$ cat src/rtl/serial_subtractor_if.sv
// Start/busy/done handshake and operand/result bus for serial_subtractor.
interface serial_subtractor_if #(
  parameter int unsigned WIDTH = 8
);
  logic             start;
  logic [WIDTH-1:0] a;
  logic [WIDTH-1:0] b;
  logic             bin;
  logic             busy;
  logic             done;
  logic [WIDTH-1:0] diff;
  logic             bout;

  modport master (
    output start, a, b, bin,
    input  busy, done, diff, bout
  );

  modport slave (
    input  start, a, b, bin,
    output busy, done, diff, bout
  );
endinterface

$ cat src/rtl/serial_subtractor.sv
// Multi-cycle unsigned subtractor: diff = a - b - bin, STEP bits per clock, borrow rippling across cycles.
// Optional SERSUB_SAT_EN: clamp diff to zero when the final borrow is set.
module serial_subtractor #(
  parameter int unsigned WIDTH = 8,
  parameter int unsigned STEP  = 1
) (
  input logic               clk,
  input logic               rst,
  serial_subtractor_if.slave bus
);
  localparam int unsigned NCHUNK = WIDTH / STEP;
  localparam int unsigned CNT_W  = $clog2(NCHUNK + 1);

  generate
    if (WIDTH < 1 || STEP < 1 || STEP > WIDTH || (WIDTH % STEP) != 0) begin : g_bad_cfg
      $error("serial_subtractor: STEP must be >= 1 and divide WIDTH exactly");
    end
  endgenerate

  typedef enum logic [1:0] {
    IDLE = 2'd0,
    RUN  = 2'd1,
    DONE = 2'd2
  } state_t;

  state_t             state;
  state_t             state_n;
  logic [CNT_W-1:0]   cnt;
  logic [WIDTH-1:0]   a_sh;
  logic [WIDTH-1:0]   b_sh;
  logic [WIDTH-1:0]   a_next;
  logic [WIDTH-1:0]   b_next;
  logic [WIDTH-1:0]   res;
  logic [WIDTH-1:0]   diff_q;
  logic               brw;
  logic               brw_n;
  logic               bout_q;
  logic [STEP:0]      chunk;
  logic [STEP-1:0]    d;
  logic               accept;
  logic               last;
  logic               busy;
  logic               done;

  // FSM state register
  always_ff @(posedge clk) begin
    if (rst) state <= IDLE;
    else     state <= state_n;
  end

  always_comb begin
    state_n = state;
    accept  = 1'b0;
    last    = 1'b0;
    busy    = 1'b0;
    done    = 1'b0;
    case (state)
      IDLE: begin
        if (bus.start) begin
          accept  = 1'b1;
          state_n = RUN;
        end
      end
      RUN: begin
        busy = 1'b1;
        if (cnt == CNT_W'(NCHUNK - 1)) begin
          last    = 1'b1;
          state_n = DONE;
        end
      end
      DONE: begin
        done = 1'b1;
        if (bus.start) begin
          accept  = 1'b1;
          state_n = RUN;
        end else begin
          state_n = IDLE;
        end
      end
      default: state_n = IDLE;
    endcase
  end

  // One chunk of STEP bits: {brw', d} = a_lo - b_lo - brw in STEP+1-bit arithmetic.
  always_comb begin
    chunk = {1'b0, a_sh[STEP-1:0]} - {1'b0, b_sh[STEP-1:0]} - {{STEP{1'b0}}, brw};
    d     = chunk[STEP-1:0];
    brw_n = chunk[STEP];
  end

  // The minuend register doubles as the working result: each consumed chunk
  // frees STEP bits at the top, which receive the new difference chunk.
  generate
    if (STEP == WIDTH) begin : g_single
      always_comb begin
        a_next = d;
        b_next = '0;
      end
    end else begin : g_multi
      always_comb begin
        a_next = {d, a_sh[WIDTH-1:STEP]};
        b_next = b_sh >> STEP;
      end
    end
  endgenerate

`ifdef SERSUB_SAT_EN
  always_comb res = brw_n ? '0 : a_next;
`else
  always_comb res = a_next;
`endif

  always_ff @(posedge clk) begin
    if (rst) begin
      a_sh   <= '0;
      b_sh   <= '0;
      brw    <= 1'b0;
      cnt    <= '0;
      diff_q <= '0;
      bout_q <= 1'b0;
    end else if (accept) begin
      a_sh <= bus.a;
      b_sh <= bus.b;
      brw  <= bus.bin;
      cnt  <= '0;
    end else if (busy) begin
      a_sh <= a_next;
      b_sh <= b_next;
      brw  <= brw_n;
      cnt  <= cnt + CNT_W'(1);
      if (last) begin
        diff_q <= res;
        bout_q <= brw_n;
      end
    end
  end

  assign bus.busy = busy;
  assign bus.done = done;
  assign bus.diff = diff_q;
  assign bus.bout = bout_q;
endmodule

$ cat src/flat_wrapper.sv
// flat-port wrapper written by rule: the top's interface ports become plain ports
module serial_subtractor_flat 
#(
  parameter int unsigned WIDTH = 8,
  parameter int unsigned STEP  = 1
)
  (clk, rst, bus_start, bus_a, bus_b, bus_bin, bus_busy, bus_done, bus_diff, bus_bout);
  serial_subtractor_if #(.WIDTH(WIDTH)) bus_i ();
  input logic clk;
  input logic rst;
  input wire logic [$bits(bus_i.start)-1:0] bus_start;
  input wire logic [$bits(bus_i.a)-1:0] bus_a;
  input wire logic [$bits(bus_i.b)-1:0] bus_b;
  input wire logic [$bits(bus_i.bin)-1:0] bus_bin;
  output wire logic [$bits(bus_i.busy)-1:0] bus_busy;
  output wire logic [$bits(bus_i.done)-1:0] bus_done;
  output wire logic [$bits(bus_i.diff)-1:0] bus_diff;
  output wire logic [$bits(bus_i.bout)-1:0] bus_bout;
  assign bus_i.start = bus_start;
  assign bus_i.a = bus_a;
  assign bus_i.b = bus_b;
  assign bus_i.bin = bus_bin;
  assign bus_busy = bus_i.busy;
  assign bus_done = bus_i.done;
  assign bus_diff = bus_i.diff;
  assign bus_bout = bus_i.bout;
  serial_subtractor #(.WIDTH(WIDTH), .STEP(STEP)) u_core (.clk(clk), .rst(rst), .bus(bus_i));
endmodule
$ cat config.mk
export PLATFORM = sky130hd
export DESIGN_NAME = serial_subtractor_flat
export DESIGN_NICKNAME = d
export VERILOG_FILES = /design/src/rtl/serial_subtractor_if.sv /design/src/rtl/serial_subtractor.sv /design/src/flat_wrapper.sv
export SDC_FILE = /design/constraint.sdc
export NUM_CORES = 1
export LEC_CHECK = 0
export BUFFER_PORTS_ARGS = -buffer_cell sky130_fd_sc_hd__buf_2
export CAP_MARGIN = 30
export CORE_ASPECT_RATIO = 0.9
export CORE_MARGIN = 2
export CORE_UTILIZATION = 45
export CTS_CLUSTER_DIAMETER = 150
export DETAILED_ROUTE_END_ITERATION = 7
export GPL_TIMING_DRIVEN = 0
export PLACE_DENSITY_LB_ADDON = 0.3
export REMOVE_ABC_BUFFERS = 1
export SETUP_SLACK_MARGIN = 0.4
export SLEW_MARGIN = 20
export SYNTH_ARGS = -nofsm -noshare
export SYNTH_HDL_FRONTEND = slang
export SYNTH_SLANG_ARGS = --single-unit
$ cat constraint.sdc
create_clock -name clk -period 1.85 [get_ports clk]
set_input_delay 0.0925 -clock clk [delete_from_list [all_inputs] [get_ports clk]]
set_output_delay 0.0925 -clock clk [all_outputs]
set_load 0.005 [all_outputs]
# After elaboration in Yosys (flattened, before gate mapping)

Cells that the tools add are included.

Output and inout bits: 11
Register bits after elaboration: 32

Bitwise operators: 1
Equal/unequal tests: 5
Multiplexer cells: 16
Add/sub/neg operators: 3
Reduce and logical (&&, ||, !) cells: 6

Operator list:

| kind                | count |
|---|---|
| $mux 8              | 4 |
| $mux 1              | 9 |
| $pmux 2 s3          | 1 |
| $add 4x1->4 const B | 1 |
| $eq 4x3->1 const B  | 1 |
| $mux 2              | 2 |
| $reduce_or 2->1     | 2 |
| $reduce_and 3->1    | 1 |
| $eq 2x1->1 const B  | 1 |
| $eq 2x2->1 const B  | 1 |
| $logic_not 2->1     | 1 |
| $ne 2x1->1 const B  | 1 |
| $ne 2x2->1 const B  | 1 |
| $reduce_and 2->1    | 1 |
| $reduce_bool 2->1   | 1 |
| $sub 1x1->2         | 1 |
| $sub 2x1->2         | 1 |
| $not 1->1           | 1 |

# Longest topological paths before layout

Gate-level depths: netlist of the first run.

Depth after elaboration: 5
Mapped depth: 5
Mapped depth without buffers: 4

# Worst setup path after synthesis of the first run

No wires, ideal clock.

Kind: reg-to-reg
Start point: reg u_core.brw
End point: reg u_core.a_sh[7]
Period minus slack after synthesis: 1.197 ns
Stages on the path, launching flop included: 4
Library setup time: 0.132 ns
Data arrival time: 1.065 ns
Setup slack: 0.653 ns
Path through: dfxtp_1 fa_1 a2bb2oi_1 a21oi_1

Word-level cells in the longest chain between the ends: 3

RTL lines:

| item                   | line                     | RTL |
|---|---|---|
| from (decl)            | serial_subtractor.sv:35  | `logic brw;` |
| from (signal assigned) | serial_subtractor.sv:124 | `brw <= bus.bin;` |
| from (signal assigned) | serial_subtractor.sv:129 | `brw <= brw_n;` |
| $sub 2x1->2            | serial_subtractor.sv:86  | `chunk = {1'b0, a_sh[STEP-1:0]} - {1'b0, b_sh[STEP-1:0]} - {{STEP{1'b0}}, brw};` |
| $mux 8                 | serial_subtractor.sv:126 | `end else if (busy) begin` |
| $mux 8                 | serial_subtractor.sv:121 | `end else if (accept) begin` |
| to (signal assigned)   | serial_subtractor.sv:122 | `a_sh <= bus.a;` |
| to (signal assigned)   | serial_subtractor.sv:127 | `a_sh <= a_next;` |
| to (decl)              | serial_subtractor.sv:29  | `logic [WIDTH-1:0] a_sh;` |

No other way between the ends. The select of a mux whose other input is x is not followed.
A chain may end at the register's enable or synchronous reset.

# Worst setup path after layout of the first run

Start point: reg u_core.state[0]
End point: out bus_busy

Word-level cells in the longest chain between the ends: 2

RTL lines:

| item                   | line                    | RTL |
|---|---|---|
| from (decl)            | serial_subtractor.sv:26 | `state_t state;` |
| from (signal assigned) | serial_subtractor.sv:48 | `else state <= state_n;` |
| $eq 2x1->1             | serial_subtractor.sv:57 | `case (state)` |
| $mux 1                 | serial_subtractor.sv:57 |  |
| to (decl)              | flat_wrapper.sv:15      | `output wire logic [$bits(bus_i.busy)-1:0] bus_busy;` |

No other way between the ends.

==> results of run 1 <==
==> cells by family after synthesis <==
group / synth area share, %
AO/OA/AOI/OAI: 20.3
XOR/XNOR: 1.31
adder cells (fa/ha/maj): 2.43
flip-flops: 47.8
AND/OR/NAND/NOR: 21.0
multiplexers: 0.747
buffers and inverters: 6.44
==> timing repair <==
| action | CTS | global route |
|---|---|---|
| gates resized for setup | 4 | 5 |
| pin swaps | 0 | 1 |
| cloned | 1 | 0 |
| hold buffers | 1 | 0 |
| setup buffers | 0 | 1 |
| endpoints found under the hold margin | 1 | 0 |
| endpoints found under the setup margin | 30 | 22 |
==> path summary, 6_finish.rpt <==
kind	from	endpoint	slack, ps
hold / removal	bus_b[6]	u_core.b_sh[6]$_SDFFE_PP0P_	40
setup / recovery	u_core.state[0]$_SDFFE_PP0P_	bus_busy	470
hold reg to reg	u_core.b_sh[1]$_SDFFE_PP0P_	u_core.b_sh[1]$_SDFFE_PP0P_	470
setup reg to reg	u_core.cnt[0]$_SDFFE_PP0N_	u_core.bus.diff[7]$_SDFFE_PP0P_	540
==> cell type report <==
class | count | area, um2
clock buffers | 8 | 58.8
fillers | 286 | 1220
well taps | 40 | 50.0
flip-flops and latches | 32 | 642
inverters | 2 | 15.0
repair buffers | 32 | 168
multi-input cells | 109 | 638
==> routing by layer <==
layer  track usage [%]  vias to the layer above  part of all wire (%)
met4              4.56                        0                  0.85
met3              6.98                        3                   5.1
met1              23.1                      566                    47
met5                 0                        -                     0
met2              28.7                       25                    47
li1                  -                      609                     -
==> power by group <==
part / internal [mW] / switching (mW) / total, mW
Sequential: 0.726 / 0.0271 / 0.753
Clock: 0.187 / 0.226 / 0.413
Combinational: 0.0677 / 0.102 / 0.170
==> tightest hold or removal path: stages <==
cell	delay (ps)
buf_2	100
nor2_1	90
a311oi_1	50
==> cells in the final DEF, fill, tap and decap left out, drive strengths merged <==
cell / count
xor2: 1
nand2: 19
xnor2: 1
mux2i: 1
inv: 2
and3b: 1
fa: 1
a21oi: 16
ha: 1
a311oi: 10
nand3b: 2
o22ai: 2
o21ai: 9
a2bb2oi: 1
nand3: 15
dfxtp: 32
nor2: 10
buf: 31
a211oi: 1
a22oi: 4
dlygate4sd3: 1
nor2b: 2
clkbuf: 8
or3: 1
nand2b: 3
nor3: 8
==> flip-flops by register name (all words and copies together) (netlist names) <==
register and count:
u_core.bus.bout 1, u_core.brw 1, u_core.bus.diff 8, u_core.b_sh 8
u_core.a_sh 8, u_core.cnt 4, u_core.state 2
==> reports/summary.txt, run 1 <==
Max-slew headroom = 61.0%
DRT antenna net count = 0
Dominant cells by area after synthesis = dfxtp_1 48%, a311oi_1 6.5%, a21oi_1 6.0%
Ys flop type = dfxtp_1
# IOs = 31
Asr flop ratio synth = 0%
Post-route DRC = 0
Reg2Reg Depth = 4
Iteration count of the initial detailed-routing pass = 4
Final setup viols = 0
Worst Path Buf+Inv = 2
Cell family with most CP delay = flip-flops
Placed Instances = 212
Fmax = 723 MHz
H-tree lvl count = 2
Final WS setup = 467 ps
CTS Buffer Depth = 2
Worst-path cell chain = nand2b_4, inv_8, buf_2
Startpoint types = flop
Fin nets = 204
Synth Cell Area = 0.00134 mm2
Core Rows = 18
Post-synth EDFFs = 0
Initial DRC Count = 106
Mapped Cells = 155
Root Buffer Master = clkbuf_4
TritonCTS buffer count = 5
Yosys reg bits = 32
Worst endpoint required time = 1760 ps
Core Box Area = 0.00279 mm2
Max Cap Viol = 0
Avg Cell Area, Syn = 8.65 um2
Lkg Pwr = 0.606 nW
Placed Area = 0.00146 mm2
GP Congestion = 0.766
Total power = 1.34 mW
Pre-CTS setup slack = -57.6 ps
Critical path class = reg -> out
Final Routed Wirelength = 2940 um
Worst Setup End Kind = primary output
Die area = 0.00343 mm2
CTS tree = yes
RSZ-0062 raised after global routing = true
Setup TNS = 0 ps
Vias in the first global route = 1041
Final min period = 1380 ps
Diode count = 0
Fin util = 56.3%
Peak VDD IR = 0.401 mV
Tot GR Track Use = 18.2%
Slowest cell on the critical path = dfxtp_2
Die Wd = 61.5 um
Max Slew Vio Count = 0
Top-count cell post-synth = dfxtp_1
Worst slew pin tran = 583 ps
Via/cell ratio = 5.39
Status = complete, no violations
Worst skew pair latency = 330 ps
Crit Path Max Fanout = 28
Hold Crit Class = in -> reg
P&R area growth vs syn = 17.3%
Worst path max stage delay = 420 ps
Synth top area share = 47.8%
WP depth = 3
Top cells by count, synth = 32 x dfxtp_1, 19 x nand2_1, 16 x a21oi_1
Vias = 1203
Initial Util = 48.0%
Share of cells above drive strength 1 = 24.0%
Pwr/cell area = 850 mW/mm2
Hold Path Stages = 3
Unique masters post-synth = 29
Synth warn = 0
Final Hold Fails = 0
Clock slew at reported path FFs = 100 ps
Sequential area share after synthesis = 47.8%
Global-route wire length before repair = 4710 um
Min Hold Slack = 43.0 ps
Fin cells = 223
Chip Height = 55.8 um
Initial antenna violation count = 0
Routed len/inst = 13.2 um
Clk_skew = 8.15 ps
Largest net degree at the start of global routing = 33
Worst path arrival time = 1290 ps
Crit share post-route = 74.7%
Global route overflow = 0
Num Clock Sinks = 32
Final instance area = 0.00157 mm2
PortBufs = 30
Yosys top cell by area = dfxtp_1
Detail Placement HPWL = 1730 um
(Power assumes the default switching activity.)
==> run 2, diff against run 1 <==
==> constraint.sdc (replaced) <==
create_clock -name clk -period 1.3 [get_ports clk]
set_input_delay 0.065 -clock clk [delete_from_list [all_inputs] [get_ports clk]]
set_output_delay 0.065 -clock clk [all_outputs]
set_load 0.005 [all_outputs]
==> run 2 against run 1 <==
The run now ends with hold timing left. Cell count is 11% higher. Core utilization increased by 17 points. Register-to-register slack lost 520 ps. Global-route usage increased by 7.7 points. Sequential power is 43% higher. Total power increased by 61%. First-iteration DRC count decreased by 7.5%. Clock-buffer cell count did not move. Largest power group unchanged.
==> reports/summary.txt, run 2 (same netlist as run 1, synthesis figures left out) <==
Worst r2r src = u_core.brw$_SDFFE_PP0P_
Fillers = 215 (-25%)
Min Hold Slack = -0.0777 ps (-43.1 ps)
CTS tree = yes
Hold Crit Class = in -> reg
P&R area growth vs syn = 53.1%
Pre-CTS setup slack = -608 ps (-550 ps)
Worst hold endpoint = u_core.b_sh[1]$_SDFFE_PP0P_
Pwr/cell area = 1050 mW/mm2 (+23%)
Startpoint types = flop
Clock power frac = 27.9% (-3.0 points)
Share of cells above drive strength 1 = 48.6% (+25 points)
Num Clock Sinks = 32 (unchanged)
Fin util = 73.5% (+17 points)
Reg2Reg Depth = 3 (-1)
Hold Path Stages = 3 (unchanged)
Global-route wire length before repair = 6440 um (+37%)
Die area = 0.00343 mm2 (unchanged)
Worst-path cell chain = fa_1, a2bb2oi_2, a21oi_1
Diode count = 0 (unchanged)
Detail Placement HPWL = 1730 um (unchanged)
Total power = 2.15 mW (+61%)
Worst path max stage delay = 600 ps (+180 ps)
Core Box Area = 0.00279 mm2 (unchanged)
Initial DRC Count = 98 (-7.5%)
Peak VDD IR = 0.766 mV (+91%)
Status = finished, violations left
Routed len/inst = 17.1 um (+30%)
Failing checks = hold timing
Cell family with most CP delay = adder cells
Seq pwr share = 50.5% (-5.8 points)
Worst path arrival time = 1480 ps (+190 ps)
Fmax = 783 MHz
R2r endpoint = u_core.a_sh[7]$_SDFFE_PP0P_
Placed Instances = 212 (unchanged)
Initial Util = 48.0% (unchanged)
Via/cell ratio = 5.78 (+7.1%)
Hold path start = bus_b[1]
Pint = 1.53 mW (+56%)
Largest net degree at the start of global routing = 33 (unchanged)
H-tree lvl count = 2 (unchanged)
Worst Path Buf+Inv = 0 (-2)
Power share of the combinational group = 21.6% (+8.9 points)
# IOs = 31 (unchanged)
TritonCTS buffer count = 5 (unchanged)
Vias = 1433 (+19%)
Crit Path Max Fanout = 2 (-93%)
Worst slew pin tran = 606 ps (+23.6 ps)
Slowest cell on the critical path = fa_1
Setup TNS = 0 ps (unchanged)
Chip Height = 55.8 um (unchanged)
Fin cells = 248 (+11%)
Final Hold Fails = 1 (+1)
Final WS setup = 22.6 ps (-445 ps)
Worst endpoint required time = 1500 ps (-260 ps)
Worst Setup End Kind = flop
Clock slew at reported path FFs = 100 ps (about the same)
CTS Buffer Depth = 2 (unchanged)
Crit share post-route = 98.3%
RSZ-0062 raised after global routing = true
Root Buffer Master = clkbuf_4
Clk_skew = 7.06 ps (-1.09 ps)
Lkg Pwr = 0.789 nW (+30%)
Vias in the first global route = 1327 (+27%)
Max Cap Viol = 0 (unchanged)
Worst skew pair latency = 340 ps (about the same)
DRT antenna net count = 0 (unchanged)
Max Slew Vio Count = 0 (unchanged)
R2r setup slk = 20 ps (-520 ps)
Core Rows = 18 (unchanged)
Placed Area = 0.00146 mm2 (unchanged)
Tot GR Track Use = 25.9% (+7.7 points)
Final min period = 1280 ps
Initial antenna violation count = 0 (unchanged)
PortBufs = 30 (unchanged)
Fin nets = 229 (+12%)
Most frequent cells in the layout = 28 x buf_2, 24 x dfxtp_1, 15 x a21oi_1
Global route overflow = 0 (unchanged)
Final instance area = 0.00205 mm2 (+31%)
Commonest non-fill, non-tap cell in the layout = buf_2
Switching Fraction = 28.8% (+2.2 points)
Iteration count of the initial detailed-routing pass = 6 (+2)
GP Congestion = 0.766 (unchanged)
Final setup viols = 0 (unchanged)
Critical path class = reg -> reg
Die Wd = 61.5 um (unchanged)
Final Routed Wirelength = 4230 um (+44%)
Post-route DRC = 0 (unchanged)
Max-slew headroom = 59.6% (-1.4 points)
P_sw = 618 uW (+74%)
## run 2: changes by cell type in the layout (fill, tap and decap cells not counted), sizes merged
cell	before	now
and3b	1	2
nand2b	3	5
buf	31	47
clkinv	0	2
dlygate4sd3	1	5
## run 2: power groups by stage
stage | clock [mW] | sequential (mW) | combinational [mW]
detailed placement | 0 | 1.09 | 0.225
CTS | 0.604 | 1.08 | 0.394
floorplan | 0 | 1.08 | 0.145
global route | 0.659 | 1.09 | 0.493
finish | 0.599 | 1.08 | 0.463
global placement | 0 | 1.09 | 0.221
## run 2: how the worst max path moves through the flow
stage / startpoint / end / cells past startpoint
2_1_floorplan: u_core.state[1]$_SDFFE_PP0P_ / u_core.a_sh[0]$_SDFFE_PP0P_ / 4
4_1_cts: u_core.brw$_SDFFE_PP0P_ / u_core.a_sh[7]$_SDFFE_PP0P_ / 3
5_1_grt: u_core.a_sh[0]$_SDFFE_PP0P_ / u_core.a_sh[7]$_SDFFE_PP0P_ / 4
3_5_place_dp: u_core.state[1]$_SDFFE_PP0P_ / u_core.a_sh[0]$_SDFFE_PP0P_ / 4
3_3_place_gp: u_core.state[1]$_SDFFE_PP0P_ / u_core.a_sh[0]$_SDFFE_PP0P_ / 4
6_report: u_core.brw$_SDFFE_PP0P_ / u_core.a_sh[7]$_SDFFE_PP0P_ / 3
## run 2: final cells by class
type | instances | area (um2) | share of cell area, %
timing repair buffer | 52 | 422 | 20.5
tap | 40 | 50.0 | 2.44
clock buffer | 8 | 58.8 | 2.87
multi-input combinational | 112 | 818 | 39.9
timing repair inverter | 2 | 27.5 | 1.34
inverter | 2 | 20.0 | 0.976
sequential | 32 | 656 | 32.0
## run 2: metal layers
layer  vias up  share of wire [%]  track usage [%]
met1       693                 40             33.7
met3        13                6.5             10.2
met5         -                  0                0
met4         0                2.2             9.73
met2        60                 51             38.0
li1        667                  -                -
## run 2: what timing repair did
action                                  CTS  global route
pin swaps                                27             7
hold buffers                              1             4
gates cloned                              6             0
endpoints found under the setup margin   34            36
endpoints found under the hold margin     1             4
setup buffers                            16             1
resized for setup                        59            20
## run 2: worst register-to-register path: cells and delay by family, from the launching register on
family,cells,cell delay (ps)
AO/OA/AOI/OAI,2,200
adder cells (fa/ha/maj),1,610
flip-flops,1,340
==> run 3, diff against run 2 <==
--- a/config.mk
+++ b/config.mk
@@ -13,8 +13,8 @@
 export CTS_CLUSTER_DIAMETER = 150
 export DETAILED_ROUTE_END_ITERATION = 7
 export GPL_TIMING_DRIVEN = 0
+export MAX_ROUTING_LAYER = met4
 export PLACE_DENSITY_LB_ADDON = 0.3
-export REMOVE_ABC_BUFFERS = 1
 export SETUP_SLACK_MARGIN = 0.4
 export SLEW_MARGIN = 20
 export SYNTH_ARGS = -nofsm -noshare
==> run 3 against run 2 <==
The flow finishes with violations (hold timing, setup timing). Sequential power hardly changed. Critical path depth up 1. Sequential share of layout area shrank 4.3 points. Core utilization grew 13 points. Sequential cell count unchanged. Cell count grew 5.2%. Critical path type is now reg -> out. Critical endpoint is now bus_busy. Largest power group unchanged.
==> reports/summary.txt, run 3 (same netlist as run 1, synthesis figures left out) <==
Initial antenna violation count = 0 (unchanged)
Global-route wire length before repair = 7160 um (+11%)
Num Clock Sinks = 32 (unchanged)
Multi-input logic area = 955 um2 (+17%)
Worst path max stage delay = 370 ps (-230 ps)
Die area = 0.00343 mm2 (unchanged)
Start point of the critical path = u_core.state[1]$_SDFFE_PP0P_
Clk_skew = 4.98 ps (-2.09 ps)
Placed Area = 0.00166 mm2 (+14%)
Vias in the first global route = 1493 (+13%)
DRT antenna net count = 0 (unchanged)
Vias = 1627 (+14%)
Fmax = 747 MHz (-4.6%)
GP Congestion = 0.819 (+6.8%)
H-tree lvl count = 2 (unchanged)
Crit share post-route = 103% (+4.8 points)
Final Routed Wirelength = 5560 um (+31%)
Final setup viols = 10 (+10)
Crit Path Max Fanout = 6 (+4)
Worst Setup End Kind = primary output
Max-slew headroom = 54.4% (-5.2 points)
Fillers = 134 (-38%)
Commonest non-fill, non-tap cell in the layout = buf_2
Failing checks = hold timing, setup timing
Lkg Pwr = 0.932 nW (+18%)
Core Box Area = 0.00279 mm2 (unchanged)
Slowest cell on the critical path = dfxtp_2
Iteration count of the initial detailed-routing pass = 5 (-1)
Pre-CTS setup slack = -26.1 ps (+581 ps)
Routed len/inst = 21.3 um (+25%)
Root Buffer Master = clkbuf_4
Cell family with most CP delay = flip-flops
Worst r2r src = u_core.cnt[0]$_SDFFE_PP0N_
Pwr/cell area = 944 mW/mm2 (-9.8%)
Worst skew pair latency = 340 ps (about the same)
Post-route DRC = 0 (unchanged)
Startpoint types = flop
CTS Buffer Depth = 2 (unchanged)
Most frequent cells in the layout = 29 x buf_2, 21 x dfxtp_1, 20 x buf_6
Max Slew Vio Count = 0 (unchanged)
Worst endpoint required time = 1240 ps (-260 ps)
Initial DRC Count = 170 (+73%)
Final min period = 1340 ps (+61.9 ps)
Fin nets = 243 (+6.1%)
CTS tree = yes
Final WS setup = -39.2 ps (-61.9 ps)
PortBufs = 30 (unchanged)
Via/cell ratio = 6.23 (+7.9%)
Final instance area = 0.00240 mm2 (+17%)
Tot GR Track Use = 29.4% (+3.5 points)
Clock slew at reported path FFs = 90 ps (about the same)
Setup TNS = -154 ps (-154 ps)
Initial Util = 48.0% (unchanged)
Peak VDD IR = 0.871 mV (+14%)
Sequential cell area = 664 um2 (+1.3%)
RSZ-0062 raised after global routing = true
Worst Path Buf+Inv = 3 (+3)
Syn Nets = 177
Share of cells above drive strength 1 = 65.6% (+17 points)
Die Wd = 61.5 um (unchanged)
Detail Placement HPWL = 2520 um (+45%)
Diode count = 0 (unchanged)
Hold Crit Class = in -> reg
Min Hold Slack = -2.96 ps (-2.88 ps)
Core Rows = 18 (unchanged)
Worst-path cell chain = nand2b_4, clkinv_4, buf_8, buf_6
Status = finished, violations left
Critical path class = reg -> out
Worst slew pin tran = 684 ps (+77.9 ps)
Hold path start = bus_a[0]
R2r setup slk = -20 ps (-40 ps)
Max Cap Viol = 0 (unchanged)
Worst path arrival time = 1270 ps (-210 ps)
TritonCTS buffer count = 5 (unchanged)
# IOs = 31 (unchanged)
Global route overflow = 0 (unchanged)
P&R area growth vs syn = 79.3%
Chip Height = 55.8 um (unchanged)
Final Hold Fails = 2 (+1)
Largest net degree at the start of global routing = 11 (-67%)
## run 3: worst register-to-register path: cells and delay by family, from the launching register on
kind	cells	cell delay, ps
buffers and inverters	2	270
DFF	1	390
AOI/OAI and AO/OA	2	240
and+or+nand+nor	1	130
adders and majority gates	1	150
## run 3: cell type report
type | count | area share [%]
Buffer | 13 | 6.46
Clock buffer | 6 | 1.72
Clock inverter | 1 | 0.208
Inverter | 2 | 0.521
Multi-Input combinational cell | 108 | 39.7
Sequential cell | 32 | 27.7
Tap cell | 40 | 2.08
Timing Repair Buffer | 59 | 21.6
## run 3: stage by stage
step	power (mW)	utilization [%]	cells
floorplan	1.31	-	155
global placement	1.39	59.5	225
detailed placement	1.41	59.5	225
CTS	2.11	75.4	254
global route	2.33	86.0	261
finish	2.27	86.0	261
## run 3: power breakdown
| group | internal (mW) | leakage [nW] | switching, mW |
|---|---|---|---|
| clock | 0.199 | 0.0281 | 0.334 |
| sequential | 1.03 | 0.268 | 0.0695 |
| combinational | 0.333 | 0.636 | 0.302 |
| total | 1.56 | 0.932 | 0.705 |
## run 3: worst paths after layout
path              cells past startpoint                              end
setup / recovery                      4                         bus_busy
hold / removal                        3      u_core.a_sh[0]$_SDFFE_PP0P_
setup reg to reg                      6  u_core.bus.diff[4]$_SDFFE_PP0P_
hold reg to reg                       2  u_core.bus.diff[5]$_SDFFE_PP0P_
## run 3: metal layers
layer	GRT usage (%)	up-vias	wire, um
li1	-	695	-
met1	35.2	807	2180
met2	45.4	111	2860
met3	9.30	14	424
met4	10.9	0	90
met5	-	-	0
## run 3: timing repair
action / in CTS / in global routing
pin swaps: 27 / 23
hold endpoints to repair: 3 / 0
setup endpoints to repair: 34 / 35
buffers inserted: 14 / 6
gates cloned: 6 / 1
gates resized for setup: 46 / 60
hold buffers: 2 / 0
